## config.mk

```make
export PLATFORM = sky130hd
export DESIGN_NAME = alu_cmd_sequencer_flat
export DESIGN_NICKNAME = d
export VERILOG_FILES = /design/src/rtl/alu_seq_pkg.sv /design/src/rtl/alu_cmd_sequencer_if.sv /design/src/rtl/alu_seq_sticky.sv /design/src/rtl/alu_cmd_sequencer.sv /design/src/flat_wrapper.sv
export SDC_FILE = /design/constraint.sdc
export NUM_CORES = 1
export LEC_CHECK = 0
export CAP_MARGIN = 15
export CORE_ASPECT_RATIO = 1.2
export CORE_MARGIN = 2
export CORE_UTILIZATION = 43
export DETAILED_ROUTE_END_ITERATION = 12
export GPL_ROUTABILITY_DRIVEN = 0
export PLACE_DENSITY = 0.84
export SETUP_SLACK_MARGIN = 0.02
export SLEW_MARGIN = 20
export SYNTH_ARGS = -nofsm -noshare
export SYNTH_HDL_FRONTEND = slang
export SYNTH_SLANG_ARGS = --single-unit
```

## constraint.sdc

```tcl
create_clock -name clk -period 2.69 [get_ports clk]
set_input_delay 0.807 -clock clk [delete_from_list [all_inputs] [get_ports clk]]
set_output_delay 0.807 -clock clk [all_outputs]
set_load 0.05 [all_outputs]
```

## src/rtl/alu_seq_pkg.sv

```systemverilog
// Shared definitions for the ALU command sequencer: opcode constants,
// the sequencer state type and the status-bit positions [C V Z N].
package alu_seq_pkg;

    localparam int STATUS_W = 4;

    // Status bit positions inside alu_status / rsp_status
    localparam int STAT_C = 3;
    localparam int STAT_V = 2;
    localparam int STAT_Z = 1;
    localparam int STAT_N = 0;

    // ALU opcodes
    localparam logic [3:0] OP_NOT   = 4'b0000;
    localparam logic [3:0] OP_NAND  = 4'b0001;
    localparam logic [3:0] OP_NOR   = 4'b0010;
    localparam logic [3:0] OP_XOR   = 4'b0011;
    localparam logic [3:0] OP_ADD   = 4'b0100;
    localparam logic [3:0] OP_SUB   = 4'b0101;
    localparam logic [3:0] OP_AND   = 4'b0110;
    localparam logic [3:0] OP_OR    = 4'b0111;
    localparam logic [3:0] OP_RIGHT = 4'b1000;
    localparam logic [3:0] OP_ARTH  = 4'b1001;
    localparam logic [3:0] OP_XNOR  = 4'b1100;
    localparam logic [3:0] OP_INC   = 4'b1101;
    localparam logic [3:0] OP_DEC   = 4'b1110;
    localparam logic [3:0] OP_LEFT  = 4'b1111;

    // The two encodings the ALU does not implement
    localparam logic [3:0] OP_ILL_A = 4'b1010;
    localparam logic [3:0] OP_ILL_B = 4'b1011;

    typedef enum logic [1:0] {
        ST_IDLE  = 2'd0,
        ST_DRIVE = 2'd1,
        ST_RESP  = 2'd2
    } state_t;

    function automatic logic is_illegal(input logic [3:0] op);
        return (op == OP_ILL_A) || (op == OP_ILL_B);
    endfunction

endpackage

```

## src/rtl/alu_cmd_sequencer_if.sv

```systemverilog
// Bundle of the command, ALU and response signals of the sequencer.
// master = the sequencer itself, slave = the surrounding system.
interface alu_cmd_sequencer_if;

    logic        cmd_valid;
    logic        cmd_ready;
    logic [3:0]  cmd_opcode;
    logic [7:0]  cmd_a;
    logic [7:0]  cmd_b;

    logic [7:0]  alu_oparand1;
    logic [7:0]  alu_oparand2;
    logic [3:0]  alu_opcode;
    logic        alu_enable;
    logic [15:0] alu_result;
    logic [3:0]  alu_status;

    logic        rsp_valid;
    logic        rsp_ready;
    logic [15:0] rsp_result;
    logic [3:0]  rsp_status;
    logic [3:0]  rsp_opcode;
    logic        rsp_illegal;

    logic [3:0]  sticky_status;
    logic        sticky_clr;
    logic        busy;

    modport master (
        input  cmd_valid, cmd_opcode, cmd_a, cmd_b,
        input  alu_result, alu_status,
        input  rsp_ready, sticky_clr,
        output cmd_ready,
        output alu_oparand1, alu_oparand2, alu_opcode, alu_enable,
        output rsp_valid, rsp_result, rsp_status, rsp_opcode, rsp_illegal,
        output sticky_status, busy
    );

    modport slave (
        output cmd_valid, cmd_opcode, cmd_a, cmd_b,
        output alu_result, alu_status,
        output rsp_ready, sticky_clr,
        input  cmd_ready,
        input  alu_oparand1, alu_oparand2, alu_opcode, alu_enable,
        input  rsp_valid, rsp_result, rsp_status, rsp_opcode, rsp_illegal,
        input  sticky_status, busy
    );

endinterface

```

## src/rtl/alu_seq_sticky.sv

```systemverilog
// Sticky status accumulator: ORs in the status of every legal capture.
// A clear coinciding with a capture leaves only the new status.
module alu_seq_sticky
    import alu_seq_pkg::*;
(
    input  logic                clk,
    input  logic                rst,
    input  logic                capture,
    input  logic                clr,
    input  logic [STATUS_W-1:0] status,
    output logic [STATUS_W-1:0] sticky
);

    logic [STATUS_W-1:0] sticky_reg;

    // Clear-then-OR on capture; a lone clear empties the register
    always_ff @(posedge clk or posedge rst) begin
        if (rst) begin
            sticky_reg <= '0;
        end else if (capture) begin
            sticky_reg <= (clr ? '0 : sticky_reg) | status;
        end else if (clr) begin
            sticky_reg <= '0;
        end
    end

    assign sticky = sticky_reg;

endmodule

```

## src/rtl/alu_cmd_sequencer.sv

```systemverilog
// ALU command sequencer: accepts one command, drives the ALU for
// WAIT_CYCLES cycles (1..15), captures result/status and holds the
// response until it is taken. Illegal opcodes never enable the ALU and
// answer one cycle after acceptance with a zero result.
// Optional feature: define ALU_SEQ_STICKY_FLAGS_EN to accumulate
// captured status bits in sticky_status (cleared by sticky_clr).
module alu_cmd_sequencer
    import alu_seq_pkg::*;
#(
    parameter int WAIT_CYCLES = 1
) (
    input  logic                clk,
    input  logic                rst,
    alu_cmd_sequencer_if.master io
);

    localparam logic [3:0] CNT_LOAD = 4'(WAIT_CYCLES - 1);

    state_t      state_reg;
    logic [3:0]  cnt_reg;
    logic        illegal_reg;
    logic        cmd_ready_reg;
    logic        busy_reg;
    logic        alu_enable_reg;
    logic [7:0]  oparand1_reg;
    logic [7:0]  oparand2_reg;
    logic [3:0]  opcode_reg;
    logic        rsp_valid_reg;
    logic [15:0] rsp_result_reg;
    logic [3:0]  rsp_status_reg;
    logic [3:0]  rsp_opcode_reg;
    logic        rsp_illegal_reg;

    // Sequencer FSM with all outputs registered
    always_ff @(posedge clk or posedge rst) begin
        if (rst) begin
            state_reg       <= ST_IDLE;
            cnt_reg         <= '0;
            illegal_reg     <= 1'b0;
            cmd_ready_reg   <= 1'b1;
            busy_reg        <= 1'b0;
            alu_enable_reg  <= 1'b0;
            oparand1_reg    <= '0;
            oparand2_reg    <= '0;
            opcode_reg      <= '0;
            rsp_valid_reg   <= 1'b0;
            rsp_result_reg  <= '0;
            rsp_status_reg  <= '0;
            rsp_opcode_reg  <= '0;
            rsp_illegal_reg <= 1'b0;
        end else begin
            case (state_reg)
                ST_IDLE: begin
                    if (io.cmd_valid) begin
                        oparand1_reg   <= io.cmd_a;
                        oparand2_reg   <= io.cmd_b;
                        opcode_reg     <= io.cmd_opcode;
                        illegal_reg    <= is_illegal(io.cmd_opcode);
                        // Illegal commands wait one cycle with the ALU idle
                        alu_enable_reg <= !is_illegal(io.cmd_opcode);
                        cnt_reg        <= is_illegal(io.cmd_opcode) ? 4'd0 : CNT_LOAD;
                        cmd_ready_reg  <= 1'b0;
                        busy_reg       <= 1'b1;
                        state_reg      <= ST_DRIVE;
                    end
                end
                ST_DRIVE: begin
                    if (cnt_reg == 4'd0) begin
                        alu_enable_reg  <= 1'b0;
                        rsp_valid_reg   <= 1'b1;
                        rsp_result_reg  <= illegal_reg ? 16'd0 : io.alu_result;
                        rsp_status_reg  <= illegal_reg ? 4'd0 : io.alu_status;
                        rsp_opcode_reg  <= opcode_reg;
                        rsp_illegal_reg <= illegal_reg;
                        state_reg       <= ST_RESP;
                    end else begin
                        cnt_reg <= cnt_reg - 4'd1;
                    end
                end
                ST_RESP: begin
                    // Returning to IDLE here means acceptance is one cycle later
                    if (io.rsp_ready) begin
                        rsp_valid_reg <= 1'b0;
                        busy_reg      <= 1'b0;
                        cmd_ready_reg <= 1'b1;
                        state_reg     <= ST_IDLE;
                    end
                end
                default: begin
                    state_reg <= ST_IDLE;
                end
            endcase
        end
    end

    assign io.cmd_ready    = cmd_ready_reg;
    assign io.busy         = busy_reg;
    assign io.alu_enable   = alu_enable_reg;
    assign io.alu_oparand1 = oparand1_reg;
    assign io.alu_oparand2 = oparand2_reg;
    assign io.alu_opcode   = opcode_reg;
    assign io.rsp_valid    = rsp_valid_reg;
    assign io.rsp_result   = rsp_result_reg;
    assign io.rsp_status   = rsp_status_reg;
    assign io.rsp_opcode   = rsp_opcode_reg;
    assign io.rsp_illegal  = rsp_illegal_reg;

`ifdef ALU_SEQ_STICKY_FLAGS_EN
    logic                capture;
    logic [STATUS_W-1:0] sticky;

    assign capture = (state_reg == ST_DRIVE) && (cnt_reg == 4'd0) && !illegal_reg;

    alu_seq_sticky u_sticky (
        .clk     (clk),
        .rst     (rst),
        .capture (capture),
        .clr     (io.sticky_clr),
        .status  (io.alu_status),
        .sticky  (sticky)
    );

    assign io.sticky_status = sticky;
`else
    logic unused_sticky_clr;

    assign unused_sticky_clr = io.sticky_clr;
    assign io.sticky_status  = '0;
`endif

endmodule
```

## src/flat_wrapper.sv

```systemverilog
// flat-port wrapper written by rule: the top's interface ports become plain ports
module alu_cmd_sequencer_flat import alu_seq_pkg::*;
#(
    parameter int WAIT_CYCLES = 1
)
  (clk, rst, io_cmd_valid, io_cmd_opcode, io_cmd_a, io_cmd_b, io_alu_result, io_alu_status, io_rsp_ready, io_sticky_clr, io_cmd_ready, io_alu_oparand1, io_alu_oparand2, io_alu_opcode, io_alu_enable, io_rsp_valid, io_rsp_result, io_rsp_status, io_rsp_opcode, io_rsp_illegal, io_sticky_status, io_busy);
  alu_cmd_sequencer_if io_i ();
  input  logic clk;
  input  logic rst;
  input wire logic [$bits(io_i.cmd_valid)-1:0] io_cmd_valid;
  input wire logic [$bits(io_i.cmd_opcode)-1:0] io_cmd_opcode;
  input wire logic [$bits(io_i.cmd_a)-1:0] io_cmd_a;
  input wire logic [$bits(io_i.cmd_b)-1:0] io_cmd_b;
  input wire logic [$bits(io_i.alu_result)-1:0] io_alu_result;
  input wire logic [$bits(io_i.alu_status)-1:0] io_alu_status;
  input wire logic [$bits(io_i.rsp_ready)-1:0] io_rsp_ready;
  input wire logic [$bits(io_i.sticky_clr)-1:0] io_sticky_clr;
  output wire logic [$bits(io_i.cmd_ready)-1:0] io_cmd_ready;
  output wire logic [$bits(io_i.alu_oparand1)-1:0] io_alu_oparand1;
  output wire logic [$bits(io_i.alu_oparand2)-1:0] io_alu_oparand2;
  output wire logic [$bits(io_i.alu_opcode)-1:0] io_alu_opcode;
  output wire logic [$bits(io_i.alu_enable)-1:0] io_alu_enable;
  output wire logic [$bits(io_i.rsp_valid)-1:0] io_rsp_valid;
  output wire logic [$bits(io_i.rsp_result)-1:0] io_rsp_result;
  output wire logic [$bits(io_i.rsp_status)-1:0] io_rsp_status;
  output wire logic [$bits(io_i.rsp_opcode)-1:0] io_rsp_opcode;
  output wire logic [$bits(io_i.rsp_illegal)-1:0] io_rsp_illegal;
  output wire logic [$bits(io_i.sticky_status)-1:0] io_sticky_status;
  output wire logic [$bits(io_i.busy)-1:0] io_busy;
  assign io_i.cmd_valid = io_cmd_valid;
  assign io_i.cmd_opcode = io_cmd_opcode;
  assign io_i.cmd_a = io_cmd_a;
  assign io_i.cmd_b = io_cmd_b;
  assign io_i.alu_result = io_alu_result;
  assign io_i.alu_status = io_alu_status;
  assign io_i.rsp_ready = io_rsp_ready;
  assign io_i.sticky_clr = io_sticky_clr;
  assign io_cmd_ready = io_i.cmd_ready;
  assign io_alu_oparand1 = io_i.alu_oparand1;
  assign io_alu_oparand2 = io_i.alu_oparand2;
  assign io_alu_opcode = io_i.alu_opcode;
  assign io_alu_enable = io_i.alu_enable;
  assign io_rsp_valid = io_i.rsp_valid;
  assign io_rsp_result = io_i.rsp_result;
  assign io_rsp_status = io_i.rsp_status;
  assign io_rsp_opcode = io_i.rsp_opcode;
  assign io_rsp_illegal = io_i.rsp_illegal;
  assign io_sticky_status = io_i.sticky_status;
  assign io_busy = io_i.busy;
  alu_cmd_sequencer #(.WAIT_CYCLES(WAIT_CYCLES)) u_core (.clk(clk), .rst(rst), .io(io_i));
endmodule
```

==> out/summary.txt, run 1 <==
=====================================================================================
Worst vdd rail ir drop                                                       0.784 mV
Final cycle utilization of the critical path                                    0.912
Result of the run                                                           completed
Kind of critical path                                                    register to primary output
Crit path max fanout                                                                3
Vias per cell                                                                    4.88
Setup violations, final                                                             0
CP arrival                                                                    1650 ps
Die area                                                                    6300 um^2
Critical path buffers and inverters                                                 1
Number of flops mapped to enable cells by yosys                                     0
Startpoint types                                                             register
Final critical delay including setup and external delays                      2450 ps
Number of setup buffers added after CTS                                             0
GRT Total Usage                                                                 0.176
Share of the synthesized area in the top cell type                              0.564
Post-synthesis instance total                                                     245
Cell area after technology mapping                                          2440 um^2
Net switching fraction of the power                                             0.494
Most common cell after layout, fill and taps aside                       clkdlybuf4s50_1
Total Neg Setup Slack                                                            0 ps
TritonRoute pass-1 iters                                                            4
Max Cap Violations                                                                  0
Pin slew with the least headroom to its limit                                  760 ps
Average instance area after synthesis                                       9.97 um^2
Antenna diode count                                                                 0
Maximum level of the CTS H-tree                                                     2
Aggregate global routing overflow                                                   0
Most used flip-flop cell after synthesis                                      dfrtp_1
Height of the die                                                             86.6 um
Max stage delay cell, worst path                                         clkdlybuf4s50_1
Final hold violation count                                                          0
Proportion of layout cells with a drive suffix above 1                         0.0661
Cell chosen for the clock root                                               clkbuf_8
Number of design rule violations left after detail routing                          0
Maximum clock insertion buffer count                                                2
Via count of the first global-routing pass                                      1,963
Largest register FFs                                                               16
Initial antenna violation count                                                     0
Core box area                                                               5560 um^2
Family with the most delay on the worst path                             buffers and inverters
Starting DRT DRC Count                                                             34
Final Net Count                                                                   379
Crit path cell chain                                                     clkdlybuf4s50_1
Critical Path RT                                                              1880 ps
Port Buffers                                                                       92
RSZ-0062 raised after global routing                                               no
Via count                                                                       1,939
Internal power contribution                                                   2.50 mW
Met2 track utilization from global routing                                      0.311
Share of synthesized registers carrying an async set or reset                    1.00
Kind of end point of the critical path                                   primary output
Pleak                                                                         1.57 nW
Library cell occupying the most area in the post-synthesis netlist            dfrtp_1
CTS tree                                                                         done
Relative contribution of combinational cells to total power                     0.591
Routed Wire Length                                                            5140 um
Min-Delay Path Class                                                     register to register
Routed wire per std cell                                                      13.0 um
Peak Freq                                                                     408 MHz
Maximum number of pins on one net before global-route repair                       39
Area grow syn2layout                                                            41.8%
Most frequent cells in the layout                                        clkdlybuf4s50_1, nand2_1, dfrtp_1, o21ai_0, nand2b_1
Final critical-path setup slack                                                238 ps
Worst slack at placement                                                       239 ps
Wire length of the first global-routing pass                                  8810 um
Clock skew                                                                    4.66 ps
Net switching power                                                           2.44 mW
Share of the yosys chip area belonging to registers                             0.574
Hold-fix buffers at CTS                                                             0
GRT met3 Usage                                                                 0.0453
Routed Antenna Nets                                                                 0
Total CTS buffers                                                                   5
Busiest metal layer after global routing                                         met2
Part of the power in the clock network                                          0.107
Total count of max-transition violations in the final report                        0
Worst-Skew Late Latency                                                        300 ps
Number of instances resized during post-cts repair                                  0
I/O Pins                                                                           98
Clock-pin slew of the registers on the worst-case setup and hold paths          90 ps
Power density over the cells                                             1430 nW/um^2
Peak per-stage delay on the critical path                                      800 ps
Half-perimeter wire length of the detailed placement result                   3720 um
Number of library cell types mapped by synthesis                                   32
Number of storage elements in the synthesis netlist                                56
Number of rows in the core area                                                    30
Width of the chip                                                             72.8 um
Worst rel slew slack                                                            0.493
Ranking of synthesized cells by area                                     dfrtp_1, nand2_1, o21ai_0
Total number of clock tree sinks                                                   56
Number of warning messages in the yosys log                                         0
Portion of total power attributed to sequential cells                           0.302
Met1 demand-to-capacity share in global routing                                 0.218
Starting utilization of the core area                                           0.440
=====================================================================================
## cells in the mapped netlist, drive strengths merged (4+ instances only)
cell    instances
nand2          66
dfrtp          55
o21ai          43
nand2b         23
buf            13
inv             6
nand3           6
clkbuf          5
mux2            5
a21oi           4
## power by group through the flow
stage / registers [mW] / logic, mW / clock network (mW)
global placement: 1.50 / 2.90 / 0
detailed placement: 1.51 / 2.95 / 0
floorplan: 2.64 / 0.927 / 0
global route: 1.55 / 3.13 / 0.581
finish: 1.49 / 2.92 / 0.530
CTS: 1.50 / 2.96 / 0.550
## area by class of cell
class / instances / area, um^2
clock inverters: 2 / 35.0
multi-input cells: 168 / 895
fillers: 471 / 2090
well taps: 64 / 80.1
inverters: 6 / 22.5
flip-flops and latches: 56 / 1400
clock buffers: 6 / 72.6
repair buffers: 95 / 956
## metal layers
layer | vias to the layer above | wire [um]
li1 | 959 | -
met2 | 58 | 2720
met3 | 5 | 292
met1 | 917 | 2100
met4 | 0 | 32
met5 | - | 0
## logic make-up (layout without fill, tap and decap cells)
group / after synthesis / after routing / synth area share
compound gates: 51 / 51 / 0.109
other cells: 1 / 4 / 0.00154
buf+inv: 24 / 109 / 0.0661
fa+ha+maj: 2 / 2 / 0.0102
simple gates: 105 / 105 / 0.212
mux: 6 / 6 / 0.0272
flops: 56 / 56 / 0.574
## worst paths after layout
kind	startpoint	endpoint	slack, ps	depth (start not counted)
setup / recovery	u_core.io.cmd_ready$_DFFE_PP1P_	io_cmd_ready	240	1
hold / removal	u_core.io.cmd_ready$_DFFE_PP1P_	u_core.io.cmd_ready$_DFFE_PP1P_	480	2
setup reg to reg	u_core.cnt_reg[1]$_DFFE_PP0P_	u_core.io.rsp_illegal$_DFFE_PP0P_	830	5
hold reg to reg	u_core.io.cmd_ready$_DFFE_PP1P_	u_core.io.cmd_ready$_DFFE_PP1P_	480	2
max in group asynchronous	rst	u_core.io.cmd_ready$_DFFE_PP1P_	1280	3
min in group asynchronous	rst	u_core.io.rsp_status[2]$_DFFE_PP0P_	820	2
## metrics by stage
stage	hold slack [ps]	util	instances	cell area, um^2	total power, mW
2_1_floorplan	498	-	248	2450	3.56
3_3_place_gp	458	0.604	389	3360	4.40
3_5_place_dp	466	0.604	389	3360	4.46
4_1_cts	485	0.623	397	3460	5.01
5_1_grt	496	0.623	397	3460	5.27
6_report	479	0.623	397	3460	4.94
No activity file was read; power rests on OpenSTA's default activity.
==> run 2: changes to the inputs <==
- CORE_UTILIZATION: 43 -> 40
- GPL_TIMING_DRIVEN: default -> 1
- PLACE_DENSITY: 0.84 -> 0.79
==> out/summary.txt, run 2 (same netlist as run 1, synthesis figures left out) <==
=====================================================================================
Result of the run                                                           completed
Cell depth of the worst hold path                                                   2   unchanged
Final Net Count                                                                   379   unchanged
GRT met3 Usage                                                                 0.0513   +0.00599
Placed cell areas                                                           3380 um^2   +0.67%
Final worst hold slack                                                         480 ps   +1.63 ps
Clock skew                                                                    6.55 ps   +1.89 ps
Via count of the first global-routing pass                                      1,953   -0.51%
Number of rows in the core area                                                    31   +3.3%
Total count of max-transition violations in the final report                        0   unchanged
Maximum level of the CTS H-tree                                                     2   unchanged
Clock-pin slew of the registers on the worst-case setup and hold paths         100 ps   about the same
Max Cap Violations                                                                  0   unchanged
Cell chosen for the clock root                                               clkbuf_8
Critical path buffers and inverters                                                 1   unchanged
Routed Wire Length                                                            5470 um   +6.3%
Core box area                                                               5970 um^2   +7.5%
Worst vdd rail ir drop                                                       0.793 mV   +1.1%
Pin slew with the least headroom to its limit                                  758 ps   -2.72 ps
Pleak                                                                         1.60 nW   +1.5%
Worst reg2reg startpoint                                                 u_core.cnt_reg[0]$_DFFE_PP0P_
Met1 demand-to-capacity share in global routing                                 0.195   -0.0229
Starting DRT DRC Count                                                             35   +2.9%
Routed Antenna Nets                                                                 0   unchanged
Termination of the worst setup path                                      io_cmd_ready
Kind of end point of the critical path                                   primary output
Crit path cell chain                                                     clkdlybuf4s50_1
Final critical delay including setup and external delays                      2470 ps   +13.6 ps
Most frequent cells in the layout                                        clkdlybuf4s50_1, nand2_1, dfrtp_1, o21ai_0, nand2b_1
Number of instances resized during post-cts repair                                  0   unchanged
Width of the chip                                                             75.3 um   +3.5%
Total CTS buffers                                                                   5   unchanged
Worst rel slew slack                                                            0.495   +0.00182
Number of setup buffers added after CTS                                             0   unchanged
Busiest metal layer after global routing                                         met2
Die area                                                                    6750 um^2   +7.1%
CTS tree                                                                         done
Initial antenna violation count                                                     0   unchanged
Min-Delay Path Class                                                     register to register
Family with the most delay on the worst path                             buffers and inverters
CP arrival                                                                    1660 ps   about the same
Count of cells along the worst register-to-register path                            5   unchanged
Aggregate global routing overflow                                                   0   unchanged
Via count                                                                       1,988   +2.5%
Critical Path RT                                                              1880 ps   about the same
Most common cell after layout, fill and taps aside                       clkdlybuf4s50_1
Proportion of layout cells with a drive suffix above 1                         0.0691   +0.00300
Total Neg Setup Slack                                                            0 ps   unchanged
Antenna diode count                                                                 0   unchanged
Startpoint types                                                             register
Max stage delay cell, worst path                                         clkdlybuf4s50_1
Total number of clock tree sinks                                                   56   unchanged
Largest register FFs                                                               16   unchanged
Final cycle utilization of the critical path                                    0.917   +0.00506
Power density over the cells                                             1460 nW/um^2   +2.1%
Half-perimeter wire length of the detailed placement result                   3910 um   +5.2%
Starting utilization of the core area                                           0.409   -0.0308
Worst-Skew Late Latency                                                        310 ps   about the same
I/O Pins                                                                           98   unchanged
Hold-fix buffers at CTS                                                             0   unchanged
Vias per cell                                                                    4.79   -1.9%
TritonRoute pass-1 iters                                                            4   unchanged
Wire length of the first global-routing pass                                  8820 um   about the same
Port Buffers                                                                       92   unchanged
Peak Freq                                                                     406 MHz   -0.55%
Peak per-stage delay on the critical path                                      800 ps   about the same
Routed wire per std cell                                                      13.2 um   +1.7%
Hold path startpoint                                                     u_core.io.cmd_ready$_DFFE_PP1P_
Reg-to-reg endpoint                                                      u_core.io.rsp_opcode[1]$_DFFE_PP0P_
Final hold violation count                                                          0   unchanged
Crit. Startpoint                                                         u_core.io.cmd_ready$_DFFE_PP1P_
Setup slack on the worst flop-to-flop path                                     850 ps   +20 ps
Maximum clock insertion buffer count                                                2   unchanged
Height of the die                                                             89.6 um   +3.5%
GRT Total Usage                                                                 0.170   -0.00652
Area grow syn2layout                                                            44.8%
Crit path max fanout                                                                3   unchanged
Maximum number of pins on one net before global-route repair                       38   -2.6%
Summed area of non-filler cells in the final layout                         3540 um^2   +2.1%
Kind of critical path                                                    register to primary output
Setup violations, final                                                             0   unchanged
RSZ-0062 raised after global routing                                               no
Met2 track utilization from global routing                                      0.306   -0.00481
Number of design rule violations left after detail routing                          0   unchanged
Cell depth of the worst setup path                                                  1   unchanged
=====================================================================================
-- run 2: metal layers --
| metal | part of all wire | wire length (um) |
|---|---|---|
| met1 | 0.39 | 2150 |
| met2 | 0.54 | 2930 |
| met3 | 0.062 | 337 |
| met4 | 0.0088 | 48 |
| met5 | 0 | 0 |
-- run 2: cell type report --
class                           count  area (um^2)
Inverter                            6         22.5
Tap cell                           82          103
Timing Repair Buffer               95          956
Clock inverter                      3         90.1
Sequential cell                    56         1400
Fill cell                         541         2440
Clock buffer                        5         68.8
Multi-Input combinational cell    168          895
-- run 2: report_power, final --
group | switching (mW) | internal [mW]
Combinational | 1.93 | 0.986
Clock | 0.272 | 0.465
Sequential | 0.264 | 1.24
Total | 2.47 | 2.69
-- run 2: worst min path at each step --
stage               slack (ps)                                     to
floorplan                  500          u_core.cnt_reg[1]$_DFFE_PP0P_
global placement           460  u_core.io.alu_oparand1[0]$_DFFE_PP0P_
detailed placement         460  u_core.io.alu_oparand2[7]$_DFFE_PP0P_
CTS                        490        u_core.io.cmd_ready$_DFFE_PP1P_
global route               500        u_core.io.cmd_ready$_DFFE_PP1P_
finish                     480        u_core.io.cmd_ready$_DFFE_PP1P_
-- run 2: per-stage QoR --
stage,instances,power (mW),setup slack [ps],utilization
after floorplan,248,3.56,513,-
after global placement,407,4.40,279,0.566
after detailed placement,407,4.46,280,0.566
after CTS,415,5.21,212,0.592
after global routing,415,5.47,174,0.592
final,415,5.15,224,0.592
==> run 3: changes to the inputs <==
- CORE_UTILIZATION: 40 -> 39
- PLACE_DENSITY: 0.79 -> 0.8
- SETUP_SLACK_MARGIN: 0.02 -> default
- clock period: 2.69 -> 2.25 ns (I/O delays scaled with it)
==> out/summary.txt, run 3 (same netlist as run 1, synthesis figures left out) <==
=====================================================================================
Most frequent cells in the layout                                        clkdlybuf4s50_1, nand2_1, dfrtp_1, o21ai_0, nand2b_1
GRT met3 Usage                                                                 0.0330   -0.0183
Half-perimeter wire length of the detailed placement result                   3980 um   +1.7%
Vias per cell                                                                    4.60   -4.1%
CTS tree                                                                         done
Result of the run                                                           completed
GRT Total Usage                                                                 0.161   -0.00938
Placed cell areas                                                           3420 um^2   +1.3%
Maximum number of pins on one net before global-route repair                       23   -39%
Clock skew                                                                    13.2 ps   +6.69 ps
Total count of max-transition violations in the final report                        0   unchanged
Busiest metal layer after global routing                                         met2
Max stage delay cell, worst path                                         clkdlybuf4s50_1
Startpoint types                                                             register
Worst-Skew Late Latency                                                        310 ps   about the same
Height of the die                                                             90.7 um   +1.2%
Total CTS buffers                                                                   5   unchanged
Setup violations, final                                                             0   unchanged
Final hold violation count                                                          0   unchanged
Wire length of the first global-routing pass                                  9140 um   +3.6%
Final critical-path setup slack                                               65.6 ps   -159 ps
Via count of the first global-routing pass                                      1,986   +1.7%
Starting utilization of the core area                                           0.404   -0.00524
Antenna diode count                                                                 0   unchanged
Worst vdd rail ir drop                                                       0.967 mV   +22%
Most common cell after layout, fill and taps aside                       clkdlybuf4s50_1
Width of the chip                                                             76.2 um   +1.2%
Number of rows in the core area                                                    31   unchanged
Total Neg Setup Slack                                                            0 ps   unchanged
Share of the core filled with cells                                             0.581   -0.0115
Peak per-stage delay on the critical path                                      820 ps   +20 ps
I/O Pins                                                                           98   unchanged
Hold-fix buffers at CTS                                                             0   unchanged
Core box area                                                               6050 um^2   +1.3%
Maximum clock insertion buffer count                                                2   unchanged
Peak Freq                                                                     458 MHz
Area grow syn2layout                                                            43.9%
Aggregate global routing overflow                                                   0   unchanged
Worst rel slew slack                                                            0.618   +0.123
Worst slack at placement                                                      81.2 ps   -199 ps
Critical path buffers and inverters                                                 1   unchanged
Pin slew with the least headroom to its limit                                  573 ps   -184 ps
Met1 demand-to-capacity share in global routing                                 0.192   -0.00345
Starting DRT DRC Count                                                             58   +66%
Total number of clock tree sinks                                                   56   unchanged
Initial antenna violation count                                                     0   unchanged
Family with the most delay on the worst path                             buffers and inverters
TritonRoute pass-1 iters                                                            4   unchanged
Kind of critical path                                                    register to primary output
Kind of end point of the critical path                                   primary output
Summed area of non-filler cells in the final layout                         3510 um^2   -0.67%
Final Total Pwr                                                               5.87 mW   +14%
Power density over the cells                                             1670 nW/um^2   +15%
Final critical delay including setup and external delays                      2180 ps
Cell chosen for the clock root                                               clkbuf_8
Largest register FFs                                                               16   unchanged
Number of fill cells                                                              563   +4.1%
Crit path max fanout                                                                3   unchanged
Number of design rule violations left after detail routing                          0   unchanged
Routed wire per std cell                                                      12.8 um   -2.5%
Met2 track utilization from global routing                                      0.288   -0.0183
Via count                                                                       1,930   -2.9%
Routed Wire Length                                                            5390 um   -1.3%
Maximum level of the CTS H-tree                                                     2   unchanged
Crit path cell chain                                                     clkdlybuf4s50_1
CP arrival                                                                    1510 ps   -150 ps
Final cycle utilization of the critical path                                    0.971
Port Buffers                                                                       92   unchanged
Min-Delay Path Class                                                     register to register
Pleak                                                                         1.61 nW   +0.98%
Proportion of layout cells with a drive suffix above 1                         0.0858   +0.0167
Die area                                                                    6910 um^2   +2.4%
Routed Antenna Nets                                                                 0   unchanged
Final Net Count                                                                   384   +1.3%
Clock-pin slew of the registers on the worst-case setup and hold paths         100 ps   about the same
Total placed cells including tap cells                                            412   +1.2%
Final standard cell count with taps included and fillers excluded                 420   +1.2%
Critical Path RT                                                              1570 ps   -310 ps
RSZ-0062 raised after global routing                                               no
Final worst hold slack                                                         478 ps   -1.97 ps
Max Cap Violations                                                                  0   unchanged
=====================================================================================
==> run 3: cell count changes in the layout (fill, tap and decap cells not counted), sizes merged <==
cell and delta:
clkbuf +1, buf +7, bufinv -3, dlymetal6s2s +2, clkinvlp +1, clkdlybuf4s50 -4
clkinv +1
==> run 3: area by class of cell <==
type                       count  area, um^2  share of cell area
sequential                    56        1400               0.399
timing repair buffer         100        1010               0.286
multi-input combinational    168         895               0.255
tap                           82         103              0.0292
clock buffer                   6        72.6              0.0207
inverter                       6        22.5             0.00641
clock inverter                 2        12.5             0.00356
==> run 3: what timing repair did <==
| item | 4_1_cts | 5_1_grt |
|---|---|---|
| gates resized for setup | 0 | 2 |
| setup endpoints to repair | 0 | 2 |
| setup buffers | 0 | 0 |
==> run 3: worst paths after layout <==
path	startpoint	to	slack, ps	cells after the start
max in group asynchronous	rst	u_core.io.rsp_result[9]$_DFFE_PP0P_	960	3
max reg2reg	u_core.cnt_reg[0]$_DFFE_PP0P_	u_core.io.rsp_result[4]$_DFFE_PP0P_	460	6
min	u_core.io.alu_oparand1[4]$_DFFE_PP0P_	u_core.io.alu_oparand1[4]$_DFFE_PP0P_	480	2
min reg2reg	u_core.io.alu_oparand1[4]$_DFFE_PP0P_	u_core.io.alu_oparand1[4]$_DFFE_PP0P_	480	2
min in group asynchronous	rst	u_core.io.rsp_illegal$_DFFE_PP0P_	680	2
max	u_core.io.alu_opcode[2]$_DFFE_PP0P_	io_alu_opcode[2]	70	1
==> run 3: power by group <==
part | switching (mW) | internal [mW]
Clock | 0.315 | 0.218
Combinational | 2.32 | 1.23
Sequential | 0.311 | 1.48
Total | 2.94 | 2.92
==> run 3: per-layer routing <==
layer  up-vias  share of wire
met5         -              0
met4         0          0.010
met3         7          0.054
met2        56           0.53
met1       895           0.40
li1        972              -
